File: config.mk
export PLATFORM = sky130hd
export DESIGN_NAME = rc4_init
export DESIGN_NICKNAME = d
export VERILOG_FILES = /design/src/rtl/rc4_init.sv
export SDC_FILE = /design/constraint.sdc
export NUM_CORES = 1
export LEC_CHECK = 0
export ABC_AREA = 1
export BUFFER_PORTS_ARGS = -buffer_cell sky130_fd_sc_hd__buf_2
export CAP_MARGIN = 5
export CORE_ASPECT_RATIO = 1.1
export CORE_UTILIZATION = 30
export DETAILED_ROUTE_END_ITERATION = 7
export HOLD_SLACK_MARGIN = 0.03
export SETUP_SLACK_MARGIN = 0.05
export SYNTH_ARGS = -nofsm -noshare
export SYNTH_HDL_FRONTEND = slang
export SYNTH_SLANG_ARGS = --single-unit
File: constraint.sdc
create_clock -name clk -period 1.02 [get_ports clk]
set_input_delay 0.153 -clock clk [delete_from_list [all_inputs] [get_ports clk]]
set_output_delay 0.153 -clock clk [all_outputs]
set_load 0.03 [all_outputs]
File: src/rtl/rc4_init.sv
// RC4 key-schedule initialiser: writes S[i] = i for every i in 0..2^ADDR_W-1, one write per clock.
// Optional RC4_INIT_DONE_EN adds a one-cycle 'done' pulse in the first idle cycle after a completed pass.
module rc4_init #(
    parameter int ADDR_W = 8
) (
    input  logic              clk,
    input  logic              rst,
    input  logic              en,
    output logic              rdy,
    output logic [ADDR_W-1:0] addr,
    output logic [ADDR_W-1:0] wrdata,
    output logic              wren
`ifdef RC4_INIT_DONE_EN
    ,
    output logic              done
`endif
);

    typedef enum logic {
        IDLE  = 1'b0,
        WRITE = 1'b1
    } state_t;

    localparam logic [ADDR_W-1:0] LAST_IDX = '1;

    state_t            state_q;
    logic [ADDR_W-1:0] i_q;
    logic [ADDR_W-1:0] i_d;
    logic              rdy_q;
    logic              wren_q;
`ifdef RC4_INIT_DONE_EN
    logic              done_q;
`endif

    assign i_d = i_q + 1'b1;

    // i_q is held at zero while idle, so the address/data outputs come straight from it.
    always_ff @(posedge clk) begin
        if (rst) begin
            state_q <= IDLE;
            i_q     <= '0;
            rdy_q   <= 1'b1;
            wren_q  <= 1'b0;
`ifdef RC4_INIT_DONE_EN
            done_q  <= 1'b0;
`endif
        end else begin
`ifdef RC4_INIT_DONE_EN
            done_q <= 1'b0;
`endif
            case (state_q)
                IDLE: begin
                    if (en) begin
                        state_q <= WRITE;
                        i_q     <= '0;
                        rdy_q   <= 1'b0;
                        wren_q  <= 1'b1;
                    end
                end
                WRITE: begin
                    if (i_q == LAST_IDX) begin
                        state_q <= IDLE;
                        i_q     <= '0;
                        rdy_q   <= 1'b1;
                        wren_q  <= 1'b0;
`ifdef RC4_INIT_DONE_EN
                        done_q  <= 1'b1;
`endif
                    end else begin
                        i_q <= i_d;
                    end
                end
                default: begin
                    state_q <= IDLE;
                    i_q     <= '0;
                    rdy_q   <= 1'b1;
                    wren_q  <= 1'b0;
                end
            endcase
        end
    end

    assign rdy    = rdy_q;
    assign wren   = wren_q;
    assign addr   = i_q;
    assign wrdata = i_q;
`ifdef RC4_INIT_DONE_EN
    assign done   = done_q;
`endif

endmodule

==> qor.yml, run 1 <==
fmax_mhz: 945.8
clk_pin_slew_worst_paths_ns: 0.08
avgSynthCellArea_um2: 6.953
grt_max_degree: 8
final.fill_count: 179
dp_hpwl_mm: 1.110
root_buffer: "clkbuf_4"
wl_mm: 1.691
synth_warnings: 0
antenna_found_initial: 0
status: "complete, but fails checks"
fin_setup_tns_ns: -0.2466
grt_pass1_vias: 632
port_buffers: 20
numCtsBuffers: 3
slew_viol_final: 0
cts_tree: "built"
powerDensity_mw_per_mm2: 872.1
row_count: 16
min_path_type: "in2reg"
die_h_um: 49.37
hold_violations: 0
grt_setup_unrepaired: "true"
viasPerCell: 4.583
start_kind: "register"
multi_input_area_um2: 385.4
drive_gt1_share_pct: 62.39
gp_congestion: 0.7784
post-route-period-util_pct: 103.7
syn_area_um2: 611.8
diodes: 0
final_cell_mix: "20 x buf_6, 17 x nand2_1, 10 x buf_4, 7 x inv_1, 7 x nor2_1"
htree_levels: 1
critical_path_required_ns: 1.18
report.power.total_mw: 0.9111
syn_inst: 88
regArea_um2: 246.5
holdBufCountCts: 0
synth.yosys.seq_area_share_pct: 35.99
grt_usage_pct: 16.46
drtPass1Iterations: 4
die_area_mm2: 0.002224
grt_pass1_wl_mm: 2.670
cts_sinks: 11
synth-seq-cells: 11
setup_ws_ns: -0.03727
synth_cell_types: 17
area_growth_syn_to_layout_pct: 70.76
vias: 660
clockBufferDepth: 2
setup_violations: 12
tightestPinTransition_ns: 0.2339
coreArea_mm2: 0.001842
cp_max_fo: 4
initial_utilization_pct: 33.22
maxCapViolCount: 0
syn_nets: 92
fin_util_pct: 56.73
ant_nets: 0
p_leak_nw: 0.4395
clkLatencyLatePin_ns: 0.27
fin_crit_ns: 1.057
final_common_cell: "buf_6"
wl_per_cell_um: 11.74
gr-total-overflow: 0
violations: "setup timing"
die_x_um: 45.06
vdd_drop_max_mv: 0.5389
max_slew_margin_pct: 84.39
cp.arrival_ns: 1.22
initialDrtViolationCount: 19
cp-end-kind: "register"
drc: 0
clock_skew_ns: 0.007038
place_ws_ns: -0.04859
io_pins: 21
criticalPathCategory: "reg2reg"
fin_nets: 122
[final timing paths]
path / from / endpoint / slack (ns) / cells past startpoint
min reg2reg: rdy$_SDFFE_PP1P_ / rdy$_SDFFE_PP1P_ / 0.49 / 2
max: addr[1]$_SDFFE_PP0P_ / state_q$_SDFF_PP0_ / -0.04 / 6
max reg2reg: addr[1]$_SDFFE_PP0P_ / state_q$_SDFF_PP0_ / -0.04 / 6
min: rst / addr[4]$_SDFFE_PP0P_ / 0.09 / 2
[cell usage after synthesis, drive strengths merged]
cell type / instances / area (µm²)
nand2: 24 / 95.09
nor2: 13 / 66.32
dfxtp: 11 / 220.2
buf: 9 / 67.56
nand3: 9 / 45.04
inv: 8 / 30.03
a21oi: 6 / 30.03
o21ai: 4 / 20.02
o21bai: 2 / 18.77
ha: 1 / 12.51
nand4: 1 / 6.260
[power by group]
| part | internal, mW | switching [mW] |
|---|---|---|
| combinational | 0.0617 | 0.0928 |
| clock | 0.151 | 0.153 |
| sequential | 0.432 | 0.0204 |
[per-layer routing]
layer | GRT usage (%) | wire (µm) | vias to the layer above
li1 | - | - | 332
met1 | 20.72 | 738 | 307
met2 | 26.09 | 862 | 15
met3 | 2.222 | 44 | 6
met4 | 9.091 | 45 | 0
met5 | 0 | 0 | -
[sequential cells by signal, summed over array words and instances (netlist names)]
signal	cells
addr	8
wren	1
rdy	1
state_q	1
[metrics by stage]
stage | std cells | area (µm²) | hold WS [ns]
2_1_floorplan | 88 | 666.9 | 0.2124
3_3_place_gp | 135 | 800.8 | 0.3626
3_5_place_dp | 135 | 800.8 | 0.3674
4_1_cts | 143 | 968.4 | 0.07605
5_1_grt | 144 | 1045 | 0.08715
6_report | 144 | 1045 | 0.08835
[cells by family (layout without fill, tap and decap cells)]
kind of cell / Yosys count / in the layout / share of synthesized area, %
and+or+nand+nor: 47 / 47 / 34.77
buffers and inverters: 17 / 46 / 15.95
AOI/OAI and AO/OA: 12 / 12 / 11.25
DFF: 11 / 11 / 35.99
adders and majority gates: 1 / 1 / 2.045
[repair_timing]
item | in CTS | in global routing
pin swaps | 2 | 5
setup buffers | 4 | 1
endpoints found under the setup margin | 25 | 27
resized for setup | 36 | 22
[worst max-delay path: stages (launching register included)]
cell and delay (ns):
dfxtp_4 0.37, ha_4 0.15, nand2_4 0.07, nor2_4 0.11, nand3_2 0.12, nand2_2 0.09, nor2_1 0.04
[final cells by class]
type / instances / area share (%)
clock buffer: 4 / 2.515
inverter: 8 / 2.874
multi-input combinational: 60 / 36.89
sequential: 11 / 23.59
tap: 27 / 3.234
timing repair buffer: 34 / 30.90
Note: power is estimated with default switching activity, not from simulation.
==> run 2: changes to the inputs <==
Settings changed: ABC_CLOCK_PERIOD_IN_PS set to 1020, CTS_BUF_LIST set to sky130_fd_sc_hd__clkbuf_2 sky130_fd_sc_hd__clkbuf_4 sky130_fd_sc_hd__clkbuf_8.
==> run 2 against run 1 <==
  * The run still ends with setup timing left
  * Design area is 0.12% higher
  * Clock power is 9.2% higher
  * Register-to-register slack hardly changed
  * Maximum frequency is 0.18% lower
  * Via count unchanged
  * Clock skew is 0.00086 ns lower
  * Non-clock buffer count unchanged
  * Critical path type unchanged
  * Largest power group unchanged
  * Highest routed layer unchanged
==> qor.yml, run 2 (synthesis gave the netlist of run 1 again) <==
grt_pass1_vias: 632  # unchanged
fin_crit_ns: 1.059  # was 1.057 ns
status: "complete, but fails checks"  # unchanged
wl_per_cell_um: 11.77  # was 11.74 µm
critical_path.endpoint: "state_q$_SDFF_PP0_"  # unchanged
setup_ws_ns: -0.03919  # was -0.03727 ns
post-route-period-util_pct: 103.8  # was 103.7%
grt_setup_unrepaired: "true"  # unchanged
p_sw_mw: 0.2671  # was 0.2658 mW
wl_mm: 1.695  # was 1.691 mm
comb_power_share_pct: 16.4  # was 17.0%
fmax_mhz: 944.1  # was 945.8 MHz
vdd_drop_max_mv: 0.6151  # was 0.5389 mV
clkPwrFrac_pct: 35.4  # was 33.4%
clockBufferDepth: 2  # unchanged
tightestPinTransition_ns: 0.2337  # was 0.2339 ns
r2r-start: "addr[1]$_SDFFE_PP0P_"  # unchanged
report.power.total_mw: 0.9388  # was 0.9111 mW
criticalPathCategory: "reg2reg"  # unchanged
start_kind: "register"  # unchanged
worst_path_max_delay_cell: "dfxtp_4"  # unchanged
drive_gt1_share_pct: 62.39  # unchanged
initial_utilization_pct: 33.22  # unchanged
min_path_type: "in2reg"  # unchanged
cp_slowest_stage_delay_ns: 0.37  # about the same
hold_violations: 0  # unchanged
antenna_found_initial: 0  # unchanged
port_buffers: 20  # unchanged
ff2ff_setup_slack_ns: -0.04  # about the same
cp.arrival_ns: 1.22  # about the same
fin_nets: 122  # unchanged
root_buffer: "clkbuf_4"  # unchanged
htree_levels: 1  # unchanged
p_leak_nw: 0.4427  # was 0.4395 nW
powerDensity_mw_per_mm2: 897.5  # was 872.1 mW/mm²
cts_tree: "built"  # unchanged
grt_usage_pct: 16.46  # unchanged
die_x_um: 45.06  # unchanged
cp-startpoint: "addr[1]$_SDFFE_PP0P_"  # unchanged
hold_slack_ns: 0.08703  # was 0.08835 ns
row_count: 16  # unchanged
dp_hpwl_mm: 1.110  # unchanged
max_slew_margin_pct: 84.40  # was 84.39%
gr-total-overflow: 0  # unchanged
clk_pin_slew_worst_paths_ns: 0.08  # about the same
vias: 660  # unchanged
initialDrtViolationCount: 15  # was 19
cp-end-kind: "register"  # unchanged
clkLatencyLatePin_ns: 0.27  # about the same
gp_congestion: 0.7784  # unchanged
rr_worst_depth: 6  # unchanged
final_common_cell: "buf_6"  # unchanged
coreArea_mm2: 0.001842  # unchanged
grt_pass1_wl_mm: 2.670  # unchanged
diodes: 0  # unchanged
holdBufCountCts: 0  # unchanged
die_area_mm2: 0.002224  # unchanged
io_pins: 21  # unchanged
cp_cell_sequence: "ha_4 > nand2_4 > nor2_4 > nand3_2 > nand2_2 > nor2_1"  # unchanged
area_growth_syn_to_layout_pct: 70.96  # was 70.76%
cp_max_fo: 4  # unchanged
clock_skew_ns: 0.006178  # was 0.007038 ns
cts_sinks: 11  # unchanged
viasPerCell: 4.583  # unchanged
r2r-end: "state_q$_SDFF_PP0_"  # unchanged
final_cell_mix: "20 x buf_6, 18 x nand2_1, 10 x buf_4, 7 x inv_1, 7 x nor2_1"  # was 20 x buf_6, 17 x nand2_1, 10 x buf_4, 7 x inv_1, 7 x nor2_1
largest_register_ffs: 8  # unchanged
grt_max_degree: 8  # unchanged
maxCapViolCount: 0  # unchanged
setup_violations: 12  # unchanged
die_h_um: 49.37  # unchanged
slew_viol_final: 0  # unchanged
numCtsBuffers: 3  # unchanged
switching_share_pct: 28.45  # was 29.17%
critical_path_required_ns: 1.18  # about the same
violations: "setup timing"  # unchanged
drtPass1Iterations: 4  # unchanged
intPower_mw: 0.6717  # was 0.6453 mW
final.fill_count: 180  # was 179
p_seq_share_pct: 48.2  # was 49.7%
drc: 0  # unchanged
ant_nets: 0  # unchanged
-- run 2: through the flow --
stage                     setup slack, ns  utilization, %  cell area (µm²)  setup TNS [ns]  std cells
after floorplan                  -0.08503               -            666.9         -0.5025         88
after global placement           -0.02849           43.48            800.8        -0.08467        135
after detailed placement         -0.04859           43.48            800.8         -0.2204        135
after CTS                        -0.03444           52.79            972.2         -0.2644        143
after global routing             -0.09703           56.79             1046         -0.8887        144
final                            -0.03919           56.79             1046         -0.2463        144
-- run 2: power groups by stage --
stage | combinational [mW] | sequential (mW) | clock (mW)
6_report | 0.154 | 0.453 | 0.332
5_1_grt | 0.165 | 0.454 | 0.359
4_1_cts | 0.143 | 0.453 | 0.336
3_5_place_dp | 0.127 | 0.470 | 0
3_3_place_gp | 0.126 | 0.468 | 0
2_1_floorplan | 0.0670 | 0.489 | 0
-- run 2: area by class of cell --
class	instances	area [µm²]	share of cell area [%]
Multi-Input combinational cell	60	382.9	36.60
Sequential cell	11	246.5	23.56
Timing Repair Buffer	34	322.8	30.86
Clock buffer	4	30.03	2.871
Tap cell	27	33.78	3.230
Inverter	8	30.03	2.871
-- run 2: per-layer routing --
| metal | vias to the layer above | wire length (µm) | share of wire [%] | GRT usage, % |
|---|---|---|---|---|
| li1 | 332 | - | - | - |
| met1 | 307 | 744 | 44 | 20.72 |
| met2 | 15 | 861 | 51 | 26.09 |
| met3 | 6 | 44 | 2.6 | 2.222 |
| met4 | 0 | 45 | 2.7 | 9.091 |
| met5 | - | 0 | 0 | 0 |
-- run 2: what timing repair did --
item	4_1_cts	5_1_grt
setup endpoints to repair	25	27
pin swaps	2	4
resized for setup	36	21
buffers inserted	4	1
-- run 2: how the worst min path moves through the flow --
stage / endpoint / startpoint / depth (start not counted)
floorplan: addr[1]$_SDFFE_PP0P_ / rst / 1
global placement: addr[1]$_SDFFE_PP0P_ / rst / 2
detailed placement: addr[3]$_SDFFE_PP0P_ / rst / 2
CTS: addr[3]$_SDFFE_PP0P_ / rst / 2
global route: addr[4]$_SDFFE_PP0P_ / rst / 2
finish: addr[4]$_SDFFE_PP0P_ / rst / 2
-- run 2: critical path: cells and delay by family, from the launching register on --
kind | cells | cell delay, ns
flops | 1 | 0.37
fa+ha+maj | 1 | 0.15
simple gates | 5 | 0.43
==> run 3: changes to the inputs <==
Settings changed: CELL_PAD_IN_SITES_DETAIL_PLACEMENT set to 1, CELL_PAD_IN_SITES_GLOBAL_PLACEMENT set to 1, PLACE_DENSITY_LB_ADDON set to 0.1.
==> run 3 against run 2 <==
  * The flow still finishes with violations (setup timing)
  * Highest routed layer unchanged
  * Routed wire length increased by 0.94%
  * Power up 1.4%
  * Global-route usage rose by 0.58 points
  * Critical path depth unchanged
  * Die area unchanged
  * Setup slack got worse by 0.0015 ns
  * Utilization down 2.1 points
  * Largest cell class unchanged
==> qor.yml, run 3 (synthesis gave the netlist of run 1 again) <==
drtPass1Iterations: 4  # unchanged
cp_max_fo: 4  # unchanged
clk_pin_slew_worst_paths_ns: 0.08  # about the same
hold_slack_ns: 0.07335  # was 0.08703 ns
row_count: 16  # unchanged
gp_congestion: 0.7652  # was 0.7784
hold_violations: 0  # unchanged
cp-end-kind: "register"  # unchanged
clock_skew_ns: 0.009754  # was 0.006178 ns
p_leak_nw: 0.4565  # was 0.4427 nW
vdd_drop_max_mv: 0.7070  # was 0.6151 mV
wl_mm: 1.711  # was 1.695 mm
dp_hpwl_mm: 1.265  # was 1.110 mm
setup_ws_ns: -0.04065  # was -0.03919 ns
post-route-period-util_pct: 104.0  # was 103.8%
final_cell_mix: "20 x buf_6, 18 x nand2_1, 8 x nor2_1, 7 x inv_1, 6 x buf_4"  # was 20 x buf_6, 18 x nand2_1, 10 x buf_4, 7 x inv_1, 7 x nor2_1
grt_pass1_wl_mm: 2.704  # was 2.670 mm
wl_per_cell_um: 12.22  # was 11.77 µm
io_pins: 21  # unchanged
root_buffer: "clkbuf_4"  # unchanged
critPathBufInv: 0  # unchanged
multi_input_area_um2: 365.4  # was 382.9 µm²
violations: "setup timing"  # unchanged
grt_max_degree: 9  # was 8
critical_path_required_ns: 1.18  # about the same
tightestPinTransition_ns: 0.2624  # was 0.2337 ns
initialDrtViolationCount: 9  # was 15
final.fill_count: 240  # was 180
regArea_um2: 242.7  # was 246.5 µm²
port_buffers: 20  # unchanged
max_slew_margin_pct: 82.39  # was 84.40%
setup_violations: 12  # unchanged
cp.arrival_ns: 1.22  # about the same
place_ws_ns: -0.07658  # was -0.04859 ns
ant_nets: 0  # unchanged
holdBufCountCts: 0  # unchanged
drc: 0  # unchanged
fin_crit_ns: 1.061  # was 1.059 ns
die_h_um: 49.37  # unchanged
cts_sinks: 11  # unchanged
grt_pass1_vias: 627  # was 632
htree_levels: 1  # unchanged
fin_util_pct: 54.69  # was 56.79%
slew_viol_final: 0  # unchanged
start_kind: "register"  # unchanged
cp_slowest_stage_delay_ns: 0.38  # was 0.37 ns
fin_setup_tns_ns: -0.3503  # was -0.2463 ns
antenna_found_initial: 0  # unchanged
cts_tree: "built"  # unchanged
final_common_cell: "buf_6"  # unchanged
grt_setup_unrepaired: "true"  # unchanged
clockBufferDepth: 2  # unchanged
gr-total-overflow: 0  # unchanged
vias: 635  # was 660
report.power.total_mw: 0.9516  # was 0.9388 mW
worst_path_max_delay_cell: "dfxtp_4"  # unchanged
criticalPathCategory: "reg2reg"  # unchanged
maxCapViolCount: 0  # unchanged
initial_utilization_pct: 33.22  # unchanged
viasPerCell: 4.536  # was 4.583
die_area_mm2: 0.002224  # unchanged
diodes: 0  # unchanged
status: "complete, but fails checks"  # unchanged
crit_family: "simple AND/OR/NAND/NOR gates"  # unchanged
numCtsBuffers: 3  # unchanged
largest_register_ffs: 8  # unchanged
coreArea_mm2: 0.001842  # unchanged
grt_usage_pct: 17.03  # was 16.46%
drive_gt1_share_pct: 53.98  # was 62.39%
fin_nets: 118  # was 122
fmax_mhz: 942.8  # was 944.1 MHz
cp_cell_sequence: "ha_4 > nand2_4 > nor2_4 > nand3_2 > nand2_2 > nor2_1"  # unchanged
die_x_um: 45.06  # unchanged
powerDensity_mw_per_mm2: 944.8  # was 897.5 mW/mm²
area_growth_syn_to_layout_pct: 64.62  # was 70.96%
min_path_type: "in2reg"  # unchanged
clkLatencyLatePin_ns: 0.28  # was 0.27 ns
==> run 3: cell types whose count changed in the layout (fill, tap and decap cells not counted), sizes merged <==
cell and delta:
buf -3, clkbuf -1
==> run 3: per-stage QoR <==
stage                     instances  cell area, µm²
after floorplan                  88           666.9
after global placement          134           805.8
after detailed placement        134           805.8
after CTS                       139           975.9
after global routing            140            1007
final                           140            1007
==> run 3: path summary, 6_finish.rpt <==
kind,to,slack (ns),startpoint,depth (start not counted)
hold / removal,addr[3]$_SDFFE_PP0P_,0.07,rst,2
setup / recovery,state_q$_SDFF_PP0_,-0.04,addr[0]$_SDFFE_PP0P_,6
setup reg to reg,state_q$_SDFF_PP0_,-0.04,addr[0]$_SDFFE_PP0P_,6
hold reg to reg,rdy$_SDFFE_PP1P_,0.48,rdy$_SDFFE_PP1P_,2
==> run 3: power breakdown <==
group          total [mW]  switching [mW]  internal (mW)
Clock               0.346           0.168          0.178
Combinational       0.155          0.0905         0.0642
Sequential          0.451          0.0170          0.434
==> run 3: layer usage <==
metal | up-vias | track usage (%) | part of all wire [%]
met5 | - | 0 | 0
li1 | 324 | - | -
met1 | 294 | 22.70 | 48
met2 | 13 | 25.85 | 47
met3 | 4 | 3.333 | 3.0
met4 | 0 | 7.576 | 1.9
==> run 3: timing repair <==
action | in CTS | in global routing
setup endpoints to repair | 25 | 28
buffers inserted | 1 | 1
hold endpoints to repair | 0 | 0
pin swaps | 5 | 4
gates resized for setup | 42 | 9
==> run 3: final cells by class <==
type | count | share of cell area [%]
multi-input combinational | 60 | 36.27
timing repair buffer | 30 | 30.31
sequential | 11 | 24.10
tap | 27 | 3.354
clock buffer | 4 | 2.981
inverter | 8 | 2.981
